File: config.mk
export PLATFORM = sky130hd
export DESIGN_NAME = load_unit
export DESIGN_NICKNAME = d
export VERILOG_FILES = /design/src/rtl/load_unit.sv
export SDC_FILE = /design/constraint.sdc
export NUM_CORES = 1
export LEC_CHECK = 0
export ABC_AREA = 1
export ABC_CLOCK_PERIOD_IN_PS = 9400
export CORE_ASPECT_RATIO = 0.8
export CORE_MARGIN = 3
export CORE_UTILIZATION = 60
export CTS_BUF_LIST = sky130_fd_sc_hd__clkbuf_8 sky130_fd_sc_hd__clkbuf_16
export DETAILED_ROUTE_END_ITERATION = 8
export DONT_BUFFER_PORTS = 1
export PLACE_DENSITY = 0.76
export SYNTH_ARGS = -nofsm -noshare
export SYNTH_HDL_FRONTEND = slang
export SYNTH_SLANG_ARGS = --single-unit
File: constraint.sdc
create_clock -name clk -period 9.4 [get_ports clk]
set_clock_uncertainty 0.15 [all_clocks]
set_input_delay 1.88 -clock clk [delete_from_list [all_inputs] [get_ports clk]]
set_output_delay 1.88 -clock clk [all_outputs]
set_load 0.1 [all_outputs]
File: src/rtl/load_unit.sv
// Activation tile loader: reads one 4x4 tile from single-port SRAM, zero-pads
// past the feature-map edge and holds it under a valid/ready handshake.
module load_unit #(
  parameter int SRAM_LAT = 2,
  parameter int TILE     = 4
) (
  input  logic        clk,
  input  logic        rst_n,
  input  logic        start,
  input  logic [7:0]  size_act,
  input  logic [15:0] address_read_base,
  input  logic [7:0]  tile_row,
  input  logic [7:0]  tile_col,
  output logic [15:0] address,
  output logic        enable_sram,
  output logic        wea_sram,
  input  logic [15:0] data_in,
  output logic [63:0] data_tile_1,
  output logic [63:0] data_tile_2,
  output logic [63:0] data_tile_3,
  output logic [63:0] data_tile_4,
  output logic        tile_valid,
  input  logic        tile_ready,
  output logic        busy,
  output logic        endsignal
);

  localparam int SLOTS = TILE * TILE;

  typedef enum logic [1:0] {IDLE, ISSUE, DRAIN, VALID} state_t;

  state_t        state_q;
  logic [7:0]    n_q, row_q, col_q;
  logic [15:0]   base_q;
  logic [3:0]    slot_q;
  logic          pad_q;
  logic [2:0]    drain_q;
  logic [15:0]   address_q;
  logic          enable_q;
  logic          tile_valid_q;
  logic          busy_q;

  logic [SRAM_LAT-1:0]       tag_vld_q;
  logic [SRAM_LAT-1:0]       tag_pad_q;
  logic [SRAM_LAT-1:0][3:0]  tag_slot_q;
  logic [15:0][15:0]         tile_q;

  logic [3:0]    slot_d;
  logic [7:0]    n_d, row_d, col_d;
  logic [15:0]   base_d;
  logic [8:0]    row_abs_d, col_abs_d;
  logic [17:0]   prod_d;
  logic          pad_d;
  logic [15:0]   addr_d;

  // Address and pad decision for the slot issued on the next cycle; in IDLE the
  // raw request inputs are used so slot 0 goes out on the cycle after start.
  always_comb begin
    slot_d    = (state_q == IDLE) ? 4'd0 : slot_q + 4'd1;
    n_d       = (state_q == IDLE) ? size_act : n_q;
    base_d    = (state_q == IDLE) ? address_read_base : base_q;
    row_d     = (state_q == IDLE) ? tile_row : row_q;
    col_d     = (state_q == IDLE) ? tile_col : col_q;
    row_abs_d = {1'b0, row_d} + {7'b0, slot_d[3:2]};
    col_abs_d = {1'b0, col_d} + {7'b0, slot_d[1:0]};
    pad_d     = (row_abs_d >= {1'b0, n_d}) || (col_abs_d >= {1'b0, n_d});
    prod_d    = {9'b0, row_abs_d} * {10'b0, n_d};
    addr_d    = base_d + {7'b0, col_abs_d} + prod_d[15:0];
  end

  // Control FSM with registered SRAM interface and handshake outputs.
  always_ff @(posedge clk or negedge rst_n) begin
    if (!rst_n) begin
      state_q      <= IDLE;
      n_q          <= 8'd0;
      row_q        <= 8'd0;
      col_q        <= 8'd0;
      base_q       <= 16'd0;
      slot_q       <= 4'd0;
      pad_q        <= 1'b0;
      drain_q      <= 3'd0;
      address_q    <= 16'd0;
      enable_q     <= 1'b0;
      tile_valid_q <= 1'b0;
      busy_q       <= 1'b0;
    end else begin
      case (state_q)
        IDLE: begin
          if (start) begin
            state_q  <= ISSUE;
            n_q      <= size_act;
            row_q    <= tile_row;
            col_q    <= tile_col;
            base_q   <= address_read_base;
            busy_q   <= 1'b1;
            slot_q   <= slot_d;
            pad_q    <= pad_d;
            enable_q <= ~pad_d;
            if (!pad_d) begin
              address_q <= addr_d;
            end
          end
        end
        ISSUE: begin
          if (slot_q == 4'(SLOTS - 1)) begin
            state_q  <= DRAIN;
            enable_q <= 1'b0;
            drain_q  <= 3'd0;
          end else begin
            slot_q   <= slot_d;
            pad_q    <= pad_d;
            enable_q <= ~pad_d;
            // Padded slots leave the bus address untouched.
            if (!pad_d) begin
              address_q <= addr_d;
            end
          end
        end
        DRAIN: begin
          if (drain_q == 3'(SRAM_LAT - 1)) begin
            state_q      <= VALID;
            tile_valid_q <= 1'b1;
          end else begin
            drain_q <= drain_q + 3'd1;
          end
        end
        VALID: begin
          if (tile_ready) begin
            state_q      <= IDLE;
            tile_valid_q <= 1'b0;
            busy_q       <= 1'b0;
          end
        end
        default: begin
          state_q <= IDLE;
        end
      endcase
    end
  end

  // Tag pipeline matches each returning SRAM word to its slot, then captures it.
  always_ff @(posedge clk or negedge rst_n) begin
    if (!rst_n) begin
      tag_vld_q  <= '0;
      tag_pad_q  <= '0;
      tag_slot_q <= '0;
      tile_q     <= '0;
    end else begin
      tag_vld_q[0]  <= (state_q == ISSUE);
      tag_pad_q[0]  <= pad_q;
      tag_slot_q[0] <= slot_q;
      for (int i = 1; i < SRAM_LAT; i++) begin
        tag_vld_q[i]  <= tag_vld_q[i-1];
        tag_pad_q[i]  <= tag_pad_q[i-1];
        tag_slot_q[i] <= tag_slot_q[i-1];
      end
      if (tag_vld_q[SRAM_LAT-1]) begin
        tile_q[tag_slot_q[SRAM_LAT-1]] <= tag_pad_q[SRAM_LAT-1] ? 16'h0000 : data_in;
      end
    end
  end

  assign address     = address_q;
  assign enable_sram = enable_q;
  assign wea_sram    = 1'b0;
  assign tile_valid  = tile_valid_q;
  assign busy        = busy_q;
  // Completion is flagged in the same cycle the consumer takes the tile.
  assign endsignal   = tile_valid_q & tile_ready;
  assign data_tile_1 = {tile_q[0],  tile_q[1],  tile_q[2],  tile_q[3]};
  assign data_tile_2 = {tile_q[4],  tile_q[5],  tile_q[6],  tile_q[7]};
  assign data_tile_3 = {tile_q[8],  tile_q[9],  tile_q[10], tile_q[11]};
  assign data_tile_4 = {tile_q[12], tile_q[13], tile_q[14], tile_q[15]};

endmodule

==> results of run 1 <==
cell usage in the layout, fill, tap and decap left out, drive strengths merged, types with 5 or more instances in the layout:
cell type / instances
a21oi: 74
clkbuf: 39
clkinv: 9
dfrtp: 337
fa: 64
ha: 79
inv: 205
nand2: 516
nand3: 27
nor2: 131
nor3: 8
o21ai: 293
o21bai: 5
xnor2: 5
xor2: 11
metal layers:
layer,vias up,routed length (µm)
met3,146,4165
li1,5750,-
met1,6083,17380
met5,-,0
met4,0,2706
met2,518,21210
worst max-delay path by stage:
stage	endpoint	cells after the start
after floorplan	address[15]	36
after global placement	address[15]	34
after detailed placement	address[15]	34
after CTS	address[15]	34
after global routing	address[15]	38
final	address[15]	34
stage by stage:
| step | area (µm²) | instances | hold WS (ns) |
|---|---|---|---|
| after global routing | 17840 | 2185 | 0.2075 |
| after floorplan | 16660 | 1853 | 0.1812 |
| final | 17840 | 2185 | 0.1972 |
| after detailed placement | 16780 | 2128 | 0.1847 |
| after CTS | 17840 | 2185 | 0.1988 |
| after global placement | 16780 | 2128 | 0.1858 |
flip-flops by register name (all words and copies together) (netlist names), 8 cells and up:
signal / count
n_q: 8
col_q: 8
data_tile_1: 64
tag_slot_q: 8
data_tile_2: 64
base_q: 16
data_tile_4: 64
data_tile_3: 64
address: 16
row_q: 8
area by class of cell:
cell class / count / area, µm² / share of cell area
Tap cell: 357 / 446.7 / 0.02504
Clock buffer: 39 / 885.9 / 0.04966
Multi-Input combinational cell: 1231 / 7117 / 0.3990
Timing Repair Buffer: 4 / 30.03 / 0.001684
Inverter: 199 / 749.5 / 0.04202
Clock inverter: 18 / 175.2 / 0.009820
Sequential cell: 337 / 8433 / 0.4728
worst max-delay path: cells and delay by family:
family / cells / cell delay (ns)
AO/OA/AOI/OAI: 4 / 0.73
AND/OR/NAND/NOR: 11 / 1.02
buffers and inverters: 11 / 0.75
adder cells (fa/ha/maj): 8 / 3.43
cell families (layout without fill, tap and decap cells):
| family | after synthesis | after routing | share of synthesized area |
|---|---|---|---|
| adders and majority gates | 143 | 143 | 0.1362 |
| AOI/OAI and AO/OA | 381 | 381 | 0.1174 |
| and+or+nand+nor | 690 | 690 | 0.1642 |
| buffers and inverters | 285 | 260 | 0.06751 |
| other | 1 | 1 | 0.0002251 |
| xor gates and xnor gates | 16 | 16 | 0.008410 |
| DFF | 337 | 337 | 0.5061 |
==> run metrics, run 1 <==
status finished, final reports clean; Placer Congestion 0.9277; total CTS buffers 31; Util after Layout 0.6658; nets@finish 2,007; CP endpoint kind flip-flop; number of diodes 0; antenna violations before repair 0; most numerous cell in the Yosys netlist nand2_1; Wirelength per Cell 20.81 µm; die width 192.3 µm; final WL 45,470 µm; reg-to-reg slack, setup 2.02 ns; count of final hold-check violations 0; setup TNS 0 ns; first-pass GRT wire length 70,610 µm; fin. max-slew vios 0; FF+latch count, synth 337; Setup Fix Bufs, Post-CTS 0; top-area cell type share of the netlist area 0.5061; Synth area leader dfrtp_1; Crit path largest cell delay 0.54 ns; Post-Syn Area 16,660 µm²; clock-pin slew on the worst setup and hold paths 0.06 ns; Post-synth EDFFs 0; via count 12,500; hold path cells 0; Crit-path slowest cell fa_1; pre-CTS setup slack 1.346 ns; fillers 2,129; port bufs 0; worst setup margin 1.905 ns; Synth warnings 0; Yosys cell types 39; Initial Utilization 0.6219; Mapped Cells 1,853; clock latency on the worst-skew pair 0.58 ns; pin count of the biggest net entering global routing 338; Setup Crit Path Kind primary input to flip-flop; Top Usage Layer GRT met2; Final HPWL DP 32,470 µm; std cell rows 53; crit path max fanout 6; Tmin final 7.495 ns; Pre-antenna DRT Iters 5; largest cells by area after synthesis dfrtp_1 (51%), nand2_1 (12%), o21ai_0 (8.5%); via density per instance 5.719; Clock Tree Root clkbuf_16; Max H-tree Level 1; Die H 155.1 µm; num ports 337; RR Startpoint state_q[0]; syn nets 2,056; drt drc 0; final setup violation count 0; Synth Flop Type dfrtp_1; r2r endpoint address[15]; R2R depth 36; Slew @ Worst Pin 1.162 ns; crit start category primary input; Sink Count 337; hold path startpoint tag_slot_q[3]; Seq/Total Area, Yosys 0.5061; Max-Cap Viols 0; post-CTS resize count 0; Synth top cells by count nand2_1 (511), dfrtp_1 (337), o21ai_0 (282), inv_1 (193), nor2_1 (126); Fmax 133.4 MHz; gr ovfl total 0; area grow syn2layout 7.051%; most frequent CP cell inv_1; CORE AREA 26,790 µm²; crit path DAT 7.81 ns; Max Root-Sink Buffers 3; GR Util met2 0.4851; RSZ-0062 raised after global routing no; hold_buf cts 0; CP startpoint tile_row[0]; met3 GRT Util 0.07614; Rel. slew slack 0.2245; vias in the first global route 12,220; fraction of layout cells with a size suffix above 1 0.04595; GR Layer Usage met1 0.3844; Hold WC Path Type flip-flop to flip-flop; total track usage 0.3035; CTS tree done; Iter 0 DRT Violations 963; final antenna-violating net count 0; Mean Syn Cell Area 8.992 µm²; hold endpoint tag_slot_q[7]; DIE AREA 29,820 µm²; Post-synth ARST share 1.000; WP data required 9.71 ns; final period utilization 0.7973
Power of run 1 is not shown: default switching activity piles up to over one toggle a cycle in this logic, so the estimate is an artifact.
==> run 2, diff against run 1 <==
--- a/config.mk
+++ b/config.mk
@@ -6,7 +6,7 @@
 export NUM_CORES = 1
 export LEC_CHECK = 0
 export ABC_AREA = 1
-export ABC_CLOCK_PERIOD_IN_PS = 9400
+export ABC_CLOCK_PERIOD_IN_PS = 7400
 export CORE_ASPECT_RATIO = 0.8
 export CORE_MARGIN = 3
 export CORE_UTILIZATION = 60
==> constraint.sdc (replaced) <==
create_clock -name clk -period 7.4 [get_ports clk]
set_clock_uncertainty 0.15 [all_clocks]
set_input_delay 1.48 -clock clk [delete_from_list [all_inputs] [get_ports clk]]
set_output_delay 1.48 -clock clk [all_outputs]
set_load 0.1 [all_outputs]
==> run 2 against run 1 <==
Count of clock-buffer cells in the layout grew 3. Global-route usage grew 0.077 points. Utilization rose by 0.99 points. Largest cell class unchanged. Critical path depth shrank 1. Critical endpoint is now address[14]. Cell count grew 0.82%. Via count increased by 1.5%. Setup slack worse by 1.4 ns. First-iteration DRC count grew 8.6%. Flip-flop and latch count did not move. Non-clock buffer count grew 13. Sequential share of layout area down 0.70 points. Register-to-register slack worse by 1.5 ns.
==> run metrics, run 2 (synthesized netlist as in run 1, its figures left out) <==
status finished, final reports clean; hold endpoint tag_slot_q[7]; via count 12,680 (+1.5%); final antenna-violating net count 0 (unchanged); clock-pin slew on the worst setup and hold paths 0.06 ns (about the same); Routed met2 length 21,750 µm (+2.5%); Fmax 144.9 MHz; Die H 155.1 µm (unchanged); via density per instance 5.757 (+0.65%); Util after Layout 0.6757 (+0.009948); RR Startpoint state_q[1]; Slew @ Worst Pin 1.196 ns (+0.03451 ns); Crit-path slowest cell fa_1; M1 WL 17,390 µm (about the same); fin. max-slew vios 0 (unchanged); R2R depth 35 (-2.8%); CP endpoint kind flip-flop; number of diodes 0 (unchanged); Pre-antenna DRT Iters 6 (+1); crit path DAT 7.15 ns (-0.66 ns); final period utilization 0.9324; num ports 337 (unchanged); Crit path largest cell delay 0.56 ns (+0.02 ns); antenna violations before repair 0 (unchanged); Clock Tree Root clkbuf_16; final WL 45,540 µm (+0.15%); placed insts 2,139 (+0.52%); hold path cells 0 (unchanged); total track usage 0.3043 (+0.0007656); nets@finish 2,023 (+0.80%); die width 192.3 µm (unchanged); Wirelength per Cell 20.67 µm (-0.66%); highest metal used met4; area grow syn2layout 8.651%; Max Root-Sink Buffers 3 (unchanged); crit path max fanout 4 (-2); Rel. slew slack 0.2015 (-0.02303); port bufs 0 (unchanged); Setup Crit Path Kind primary input to flip-flop; Final HPWL DP 32,680 µm (+0.65%); final cell count without fillers 2,203 (+0.82%); hold_buf cts 0 (unchanged); std cell rows 53 (unchanged); r2r endpoint address[14]; WP data required 7.65 ns (-2.06 ns); fraction of layout cells with a size suffix above 1 0.05471 (+0.008761); count of final hold-check violations 0 (unchanged); CORE AREA 26,790 µm² (unchanged); CTS tree done; hold path startpoint tag_slot_q[3]; final instance area 18,100 µm² (+1.5%); Sink Count 337 (unchanged); first-pass GRT wire length 70,590 µm (about the same); DP Area 16,860 µm² (+0.49%); worst path bufs/invs 9 (-2); CP top delay family adder cells; Tmin final 6.900 ns; most frequent cells in the layout nand2_1 (511), dfrtp_1 (337), o21ai_0 (282), inv_1 (201), nor2_1 (124); DR WL met3 4271 µm (+2.5%); Initial Utilization 0.6219 (unchanged); setup TNS 0 ns (unchanged); final setup violation count 0 (unchanged); reg-to-reg slack, setup 0.50 ns (-1.52 ns); clock latency on the worst-skew pair 0.52 ns (-0.06 ns); crit start category primary input; gr ovfl total 0 (unchanged); DIE AREA 29,820 µm² (unchanged); vias in the first global route 12,490 (+2.2%); Iter 0 DRT Violations 1,046 (+8.6%); total CTS buffers 34 (+9.7%); Placer Congestion 0.9289 (+0.13%); Hold WC Path Type flip-flop to flip-flop; commonest non-fill, non-tap cell in the layout nand2_1; Max-Cap Viols 0 (unchanged); Max H-tree Level 2 (+1); pin count of the biggest net entering global routing 338 (unchanged); drt drc 0 (unchanged)
## run 2: layout make-up
cell class | instances | area (µm²)
Clock buffer | 42 | 972.2
Clock inverter | 20 | 245.2
Tap cell | 357 | 446.7
Timing Repair Buffer | 17 | 127.6
Fill cell | 2102 | 8687
Sequential cell | 337 | 8433
Inverter | 199 | 752.0
Multi-Input combinational cell | 1231 | 7127
## run 2: routing by layer
layer / GRT usage / vias to the layer above
met5: 0 / -
met4: 0.1352 / 0
met3: 0.08178 / 117
met2: 0.4957 / 511
met1: 0.3842 / 6266
li1: - / 5788
## run 2: how the worst max path moves through the flow
stage                      from           to  slack [ns]  depth (start not counted)
global placement    tile_row[0]  address[15]        0.09                         36
finish              tile_row[0]  address[14]        0.50                         33
detailed placement  tile_row[0]  address[14]        0.02                         33
CTS                  state_q[1]  address[14]        0.38                         35
floorplan           tile_row[0]  address[15]        0.21                         36
global route         state_q[1]  address[15]      -0.006                         38
## run 2: worst reg2reg max path, delay by kind of cell, from the launching register on
kind	cells	cell delay, ns
adders and majority gates	9	3.71
DFF	1	0.40
buffers and inverters	10	0.88
and+or+nand+nor	14	1.25
AOI/OAI and AO/OA	2	0.38
## run 2: repair_timing
action	CTS	global route
resized for setup	0	3
hold endpoints to repair	0	0
setup endpoints to repair	0	8
buffers inserted	0	2
## run 2: per-stage QoR
step                hold WS, ns  worst slack, ns
floorplan                0.1812           0.2131
global placement         0.1854          0.09221
detailed placement       0.1855          0.02475
CTS                      0.2001           0.3772
global route             0.2042        -0.006137
finish                   0.1984           0.5003
Power of run 2 is left out for the same reason.
